[src/rtl/i2s_pkg.sv]
// Shared types and defaults for the I2S transmit controller and its clock generator.
package i2s_pkg;

  typedef enum logic [1:0] {
    IDLE  = 2'd0,
    PRIME = 2'd1,
    RUN   = 2'd2
  } i2s_ctrl_state_t;

  localparam int unsigned I2S_DATA_W = 8;
  localparam int unsigned I2S_DIV_W  = 8;

endpackage

[src/rtl/i2s_clkgen.sv]
// Bit-clock generator: divides clk by 2*(div_q+1) while run is high and flags sck edges.
module i2s_clkgen #(
  parameter int unsigned DIV_W = 8
) (
  input  logic             clk,
  input  logic             reset,
  input  logic             run,
  input  logic [DIV_W-1:0] div_q,
  output logic             sck,
  output logic             fe,
  output logic             re
);

  logic [DIV_W-1:0] div_cnt_q, div_cnt_d;
  logic             sck_q, sck_d;
  logic             tc;

  always_comb begin
    div_cnt_d = div_cnt_q;
    sck_d     = sck_q;
    tc        = run && (div_cnt_q == div_q);
    if (!run) begin
      // Held cleared outside RUN so the first half-period after a start is full length.
      div_cnt_d = '0;
      sck_d     = 1'b0;
    end else if (tc) begin
      div_cnt_d = '0;
      sck_d     = ~sck_q;
    end else begin
      div_cnt_d = div_cnt_q + 1'b1;
    end
  end

  always_ff @(posedge clk) begin
    if (reset) begin
      div_cnt_q <= '0;
      sck_q     <= 1'b0;
    end else begin
      div_cnt_q <= div_cnt_d;
      sck_q     <= sck_d;
    end
  end

  assign sck = sck_q;
  assign fe  = tc && sck_q;
  assign re  = tc && !sck_q;

endmodule

[src/rtl/i2s_tx_ctrl.sv]
// I2S transmit sequencer: one-entry sample holding register, frame FSM and bit/word clocks
// feeding i2s_core with per-frame stable data.
module i2s_tx_ctrl
  import i2s_pkg::*;
#(
  parameter int unsigned DATA_W = I2S_DATA_W,
  parameter int unsigned DIV_W  = I2S_DIV_W
) (
  input  logic              clk,
  input  logic              reset,
  input  logic              enable,
  input  logic [DIV_W-1:0]  div,
  input  logic              in_valid,
  output logic              in_ready,
  input  logic [DATA_W-1:0] in_left,
  input  logic [DATA_W-1:0] in_right,
  input  logic              underflow_clr,
  output logic              sck,
  output logic              ws,
  output logic [DATA_W-1:0] data_left,
  output logic [DATA_W-1:0] data_right,
  output logic              frame_strobe,
  output logic              underflow,
  output logic              busy
);

  localparam int unsigned        BitW      = $clog2(2 * DATA_W);
  localparam logic [BitW-1:0]    HalfLast  = BitW'(DATA_W - 1);
  localparam logic [BitW-1:0]    FrameLast = BitW'(2 * DATA_W - 1);

  i2s_ctrl_state_t   state_q, state_d;
  logic [DIV_W-1:0]  div_q, div_d;
  logic [DATA_W-1:0] pend_left_q, pend_left_d, pend_right_q, pend_right_d;
  logic              pend_v_q, pend_v_d;
  logic [DATA_W-1:0] data_left_q, data_left_d, data_right_q, data_right_d;
  logic              ws_q, ws_d;
  logic [BitW-1:0]   bit_cnt_q, bit_cnt_d;
  logic              underflow_q, underflow_d;
  logic              strobe_q, strobe_d;
  logic              run, fe, re, accept, load, uf_set;

  i2s_clkgen #(
    .DIV_W (DIV_W)
  ) u_clkgen (
    .clk   (clk),
    .reset (reset),
    .run   (run),
    .div_q (div_q),
    .sck   (sck),
    .fe    (fe),
    .re    (re)
  );

  assign run    = (state_q == RUN);
  assign accept = in_valid && !pend_v_q;

  always_comb begin
    state_d      = state_q;
    div_d        = div_q;
    pend_left_d  = pend_left_q;
    pend_right_d = pend_right_q;
    pend_v_d     = pend_v_q;
    data_left_d  = data_left_q;
    data_right_d = data_right_q;
    ws_d         = ws_q;
    bit_cnt_d    = bit_cnt_q;
    underflow_d  = underflow_q;
    strobe_d     = 1'b0;
    load         = 1'b0;
    uf_set       = 1'b0;

    case (state_q)
      IDLE: begin
        ws_d      = 1'b0;
        bit_cnt_d = '0;
        if (enable) begin
          state_d = PRIME;
          div_d   = div;
        end
      end
      PRIME: begin
        if (!enable) begin
          state_d = IDLE;
        end else if (pend_v_q) begin
          state_d   = RUN;
          load      = 1'b1;
          ws_d      = 1'b0;
          bit_cnt_d = '0;
        end
      end
      RUN: begin
        // ws and data only move on the sck falling edge, keeping them stable at the rise.
        if (fe) begin
          if (bit_cnt_q == FrameLast) begin
            bit_cnt_d = '0;
            ws_d      = 1'b0;
            if (!enable) begin
              state_d = IDLE;
            end else if (pend_v_q) begin
              load = 1'b1;
            end else begin
              uf_set = 1'b1;
            end
          end else begin
            bit_cnt_d = bit_cnt_q + 1'b1;
            if (bit_cnt_q == HalfLast) begin
              ws_d = 1'b1;
            end
          end
        end
      end
      default: state_d = IDLE;
    endcase

    if (load) begin
      data_left_d  = pend_left_q;
      data_right_d = pend_right_q;
      pend_v_d     = 1'b0;
      strobe_d     = 1'b1;
    end
    if (uf_set) begin
      data_left_d  = '0;
      data_right_d = '0;
      strobe_d     = 1'b1;
    end
    if (accept) begin
      pend_left_d  = in_left;
      pend_right_d = in_right;
      pend_v_d     = 1'b1;
    end
    if (underflow_clr) begin
      underflow_d = 1'b0;
    end
    if (uf_set) begin
      underflow_d = 1'b1;
    end
  end

  always_ff @(posedge clk) begin
    if (reset) begin
      state_q      <= IDLE;
      div_q        <= '0;
      pend_left_q  <= '0;
      pend_right_q <= '0;
      pend_v_q     <= 1'b0;
      data_left_q  <= '0;
      data_right_q <= '0;
      ws_q         <= 1'b0;
      bit_cnt_q    <= '0;
      underflow_q  <= 1'b0;
      strobe_q     <= 1'b0;
    end else begin
      state_q      <= state_d;
      div_q        <= div_d;
      pend_left_q  <= pend_left_d;
      pend_right_q <= pend_right_d;
      pend_v_q     <= pend_v_d;
      data_left_q  <= data_left_d;
      data_right_q <= data_right_d;
      ws_q         <= ws_d;
      bit_cnt_q    <= bit_cnt_d;
      underflow_q  <= underflow_d;
      strobe_q     <= strobe_d;
    end
  end

  // A terminal count is either a rise or a fall of sck, never both.
  edge_excl_a: assert property (@(posedge clk) disable iff (reset) !(fe && re));

  assign in_ready     = !pend_v_q;
  assign ws           = ws_q;
  assign data_left    = data_left_q;
  assign data_right   = data_right_q;
  assign frame_strobe = strobe_q;
  assign underflow    = underflow_q;
  assign busy         = (state_q != IDLE);

endmodule

[config.mk]
export PLATFORM = sky130hd
export DESIGN_NAME = i2s_tx_ctrl
export DESIGN_NICKNAME = d
export VERILOG_FILES = /design/src/rtl/i2s_pkg.sv /design/src/rtl/i2s_clkgen.sv /design/src/rtl/i2s_tx_ctrl.sv
export SDC_FILE = /design/constraint.sdc
export NUM_CORES = 1
export LEC_CHECK = 0
export CAP_MARGIN = 20
export CORE_MARGIN = 2
export CORE_UTILIZATION = 50
export DETAILED_ROUTE_END_ITERATION = 10
export DONT_BUFFER_PORTS = 1
export PLACE_DENSITY = 0.68
export SLEW_MARGIN = 10
export SYNTH_ARGS = -nofsm -noshare
export SYNTH_HDL_FRONTEND = slang
export SYNTH_SLANG_ARGS = --single-unit
[constraint.sdc]
create_clock -name clk -period 1.6 [get_ports clk]
set_input_delay 0.24 -clock clk [delete_from_list [all_inputs] [get_ports clk]]
set_output_delay 0.24 -clock clk [all_outputs]
set_load 0.02 [all_outputs]
==> impl_metrics.toml <==
[detailed_routing]
route.vias.total = 2349
drt-total-wl_um = 6530
viasPerCell = 5.66
remaining_drc_errors = 0
first_pass_iters = 4
drtIter0Drc = 162
antenna_violating_nets_post_route = 0
routed_wire_length_per_instance_um = 15.7

[clock_tree]
cts.root.buffer_cell = "sky130_fd_sc_hd__clkbuf_8"
worst_setup_hold_path_clk_slew_ps = 70
maximum_level_of_the_cts_h_tree = 3
clock_path_buffers = 2
cts.sink_count = 59
worstSkewPairLatency_ps = 340
clock_tree_from_tritoncts = "done"
cts-buffers-inserted = 9
post-cts-setup-buffer-count = 0

[global_route]
grt_start_max_net_pins = 31
antenna_found_initial = 0
grt_pass1_vias = 2184
grt_overflow = 0
first_pass_grt_wire_length_um = 10500
global_route.usage.total_pct = 22.2

[synthesis]
postSynth.asyncResetShare_pct = 0
postSynthCellCount = 322
syn-num-nets = 357
ys_seq_elements = 59
post_synth_num_cell_types = 47
synth_ff_type = "sky130_fd_sc_hd__dfxtp_1"
yosysWarningCount = 0
mappedNetlistArea_mm2 = 0.00271
synth-seq-area-share_pct = 43.6
synthesis.area_per_instance_um2 = 8.41
post_synth_edffs = 0

[critical_path]
worst_setup_path_start_kind = "flip-flop"
critical_path_required_ps = 1850
crit_path_end_kind = "flip-flop"
crit_type = "flip-flop to flip-flop"
cp_max_fo = 9
ff2ff_path_depth = 5
data_arrival_time_of_the_critical_path_ps = 1860

[status]
violations = "setup timing"
outcome = "finished, violations left"

[timing]
final_max_slew_viol_count = 0
timing.clock.skew_ps = 6.74
tightest_slew_ps = 696
finalHoldViolCount = 0
finalCritPeriodShare_pct = 101
rsz0062_at_grt = "yes"
setup_slack_ps = -11.9
maxClockFrequency_ghz = 0.620
report.final.setup_viol = 1
finalSetupTns_ps = -11.9
finalCriticalPeriod_ps = 1610
max-slew-margin-rel_pct = 53.4

[finish]
antennaDiodeCount = 0
layout_commonest_cell = "sky130_fd_sc_hd__dfxtp_1"
drive_gt1_share_pct = 24.1
final_net_count = 376
final_cell_mix = "sky130_fd_sc_hd__dfxtp_1 (54), sky130_fd_sc_hd__nand2_1 (51), sky130_fd_sc_hd__a21oi_1 (45)"
fill_cells = 457
multi_input_comb_area_mm2 = 0.00150
synthToLayoutAreaGrowth_pct = 20.8
layout.area.seq_mm2 = 0.00119

[pwr]
p_per_area_mw_per_mm2 = 996
total_leakage_power_nw = 1.20
peakVddDrop_mv = 0.652
power.total_w = 0.00326

[worst_hold_path]
hold-path-cell-count = 2
worstHoldPathType = "primary input to flip-flop"

[placement]
place.gp.congestion = 0.843
place_hpwl_um = 4330
io_buffers = 0

[floorplan]
core-area_mm2 = 0.00517
fp-row-count = 26
die_height_um = 77.6
initial_core_util_pct = 52.3
fp.dieArea_mm2 = 0.00602
dieWidth_um = 77.6
floorplan.io_pins = 51

[run]
drv.max_cap_violation_count = 0
## cell usage after synthesis (2+ instances only)
cell type | count | share of area (%)
sky130_fd_sc_hd__o21ai_0 | 2 | 0.37
sky130_fd_sc_hd__xor2_1 | 9 | 2.9
sky130_fd_sc_hd__nand2_1 | 52 | 7.2
sky130_fd_sc_hd__dfxtp_1 | 59 | 44
sky130_fd_sc_hd__buf_1 | 2 | 0.28
sky130_fd_sc_hd__nor3_1 | 3 | 0.55
sky130_fd_sc_hd__xnor2_1 | 3 | 0.97
sky130_fd_sc_hd__nor2_1 | 15 | 2.1
sky130_fd_sc_hd__o211ai_2 | 7 | 3.2
sky130_fd_sc_hd__and3_1 | 4 | 0.92
sky130_fd_sc_hd__buf_2 | 4 | 0.74
sky130_fd_sc_hd__buf_6 | 2 | 0.83
sky130_fd_sc_hd__nand3_1 | 34 | 6.3
sky130_fd_sc_hd__o2bb2ai_1 | 2 | 0.65
sky130_fd_sc_hd__buf_4 | 3 | 0.83
sky130_fd_sc_hd__nor2b_1 | 2 | 0.46
sky130_fd_sc_hd__o211ai_1 | 11 | 3.0
sky130_fd_sc_hd__a21oi_1 | 48 | 8.9
sky130_fd_sc_hd__clkbuf_1 | 10 | 1.4
sky130_fd_sc_hd__nand4_1 | 4 | 0.92
sky130_fd_sc_hd__a21o_1 | 2 | 0.55
sky130_fd_sc_hd__nand2b_1 | 4 | 0.92
sky130_fd_sc_hd__ha_1 | 6 | 2.8
sky130_fd_sc_hd__inv_1 | 10 | 1.4
sky130_fd_sc_hd__o22ai_1 | 2 | 0.46
## layout make-up
| class | count | area share, % |
|---|---|---|
| Multi-Input combinational cell | 234 | 45.7 |
| Sequential cell | 59 | 36.3 |
| Timing Repair Buffer | 27 | 8.34 |
| Clock buffer | 10 | 4.21 |
| Tap cell | 70 | 2.68 |
| Clock inverter | 5 | 1.64 |
| Inverter | 10 | 1.15 |
## registers in the layout, summed over array words and instances, names as in the netlist, 2 cells and up
| name | count |
|---|---|
| state_q | 2 |
| pend_right_q | 8 |
| data_left | 8 |
| u_clkgen.div_cnt_q | 8 |
| bit_cnt_q | 4 |
| div_q | 8 |
| data_right | 8 |
| pend_left_q | 8 |
## logic make-up (layout without fill, tap and decap cells)
kind of cell / count (synthesis) / in the layout / synth area share [%]
AND/OR/NAND/NOR: 131 / 133 / 23.9
AO/OA/AOI/OAI: 82 / 82 / 20.0
flip-flops: 59 / 59 / 43.6
buffers and inverters: 31 / 52 / 5.45
XOR/XNOR: 12 / 12 / 3.88
adder cells (fa/ha/maj): 6 / 6 / 2.77
multiplexers: 1 / 1 / 0.370
## worst max-delay path: stages, from the launching register on
cell	delay [ps]
sky130_fd_sc_hd__dfxtp_2	340
sky130_fd_sc_hd__xor2_1	170
sky130_fd_sc_hd__nor3_4	320
sky130_fd_sc_hd__and4_4	340
sky130_fd_sc_hd__nand4_1	120
sky130_fd_sc_hd__a221oi_2	230
## routing by layer
| layer | vias to the layer above | GRT usage [%] | routed length, µm |
|---|---|---|---|
| met4 | 0 | 11.8 | 136 |
| li1 | 1178 | - | - |
| met1 | 1089 | 29.9 | 3040 |
| met5 | - | 0 | 0 |
| met2 | 70 | 32.8 | 2940 |
| met3 | 12 | 5.35 | 415 |
## report_power, final
part	leakage [nW]	internal [W]	switching [W]	total [W]
registers	0.482	0.00152	0.0000312	0.00155
logic	0.612	0.000152	0.000231	0.000382
clock network	0.102	0.000747	0.000584	0.00133
total	1.20	0.00241	0.000846	0.00326
## path summary, 6_finish.rpt
path	startpoint	end	slack [ps]
hold / removal	in_right[5]	pend_right_q[5]$_SDFFE_PP0P_	30
hold reg to reg	pend_left_q[0]$_SDFFE_PP0P_	pend_left_q[0]$_SDFFE_PP0P_	460
setup reg to reg	u_clkgen.div_cnt_q[4]$_SDFF_PP0_	bit_cnt_q[3]$_SDFFE_PP0P_	-10
setup / recovery	u_clkgen.div_cnt_q[4]$_SDFF_PP0_	bit_cnt_q[3]$_SDFFE_PP0P_	-10
## metrics by stage
stage / utilization, % / hold slack [ps] / std cells / instance area [µm²] / setup WS (ps)
3_5_place_dp: 57.2 / 308 / 397 / 2960 / -20.2
2_1_floorplan: - / 376 / 322 / 2750 / -2.80
6_report: 63.3 / 33.4 / 415 / 3270 / -11.9
4_1_cts: 61.3 / 23.4 / 413 / 3170 / 2.26
3_3_place_gp: 57.2 / 306 / 397 / 2960 / 43.8
5_1_grt: 63.3 / 33.0 / 415 / 3270 / -96.8
## what timing repair did
| item | CTS | global route |
|---|---|---|
| endpoints found under the hold margin | 30 | 0 |
| setup endpoints to repair | 15 | 31 |
| pin swaps | 0 | 8 |
| gates resized for setup | 1 | 21 |
| gates cloned | 0 | 2 |
| hold buffers | 1 | 0 |
No activity file was read; power rests on OpenSTA's default activity.
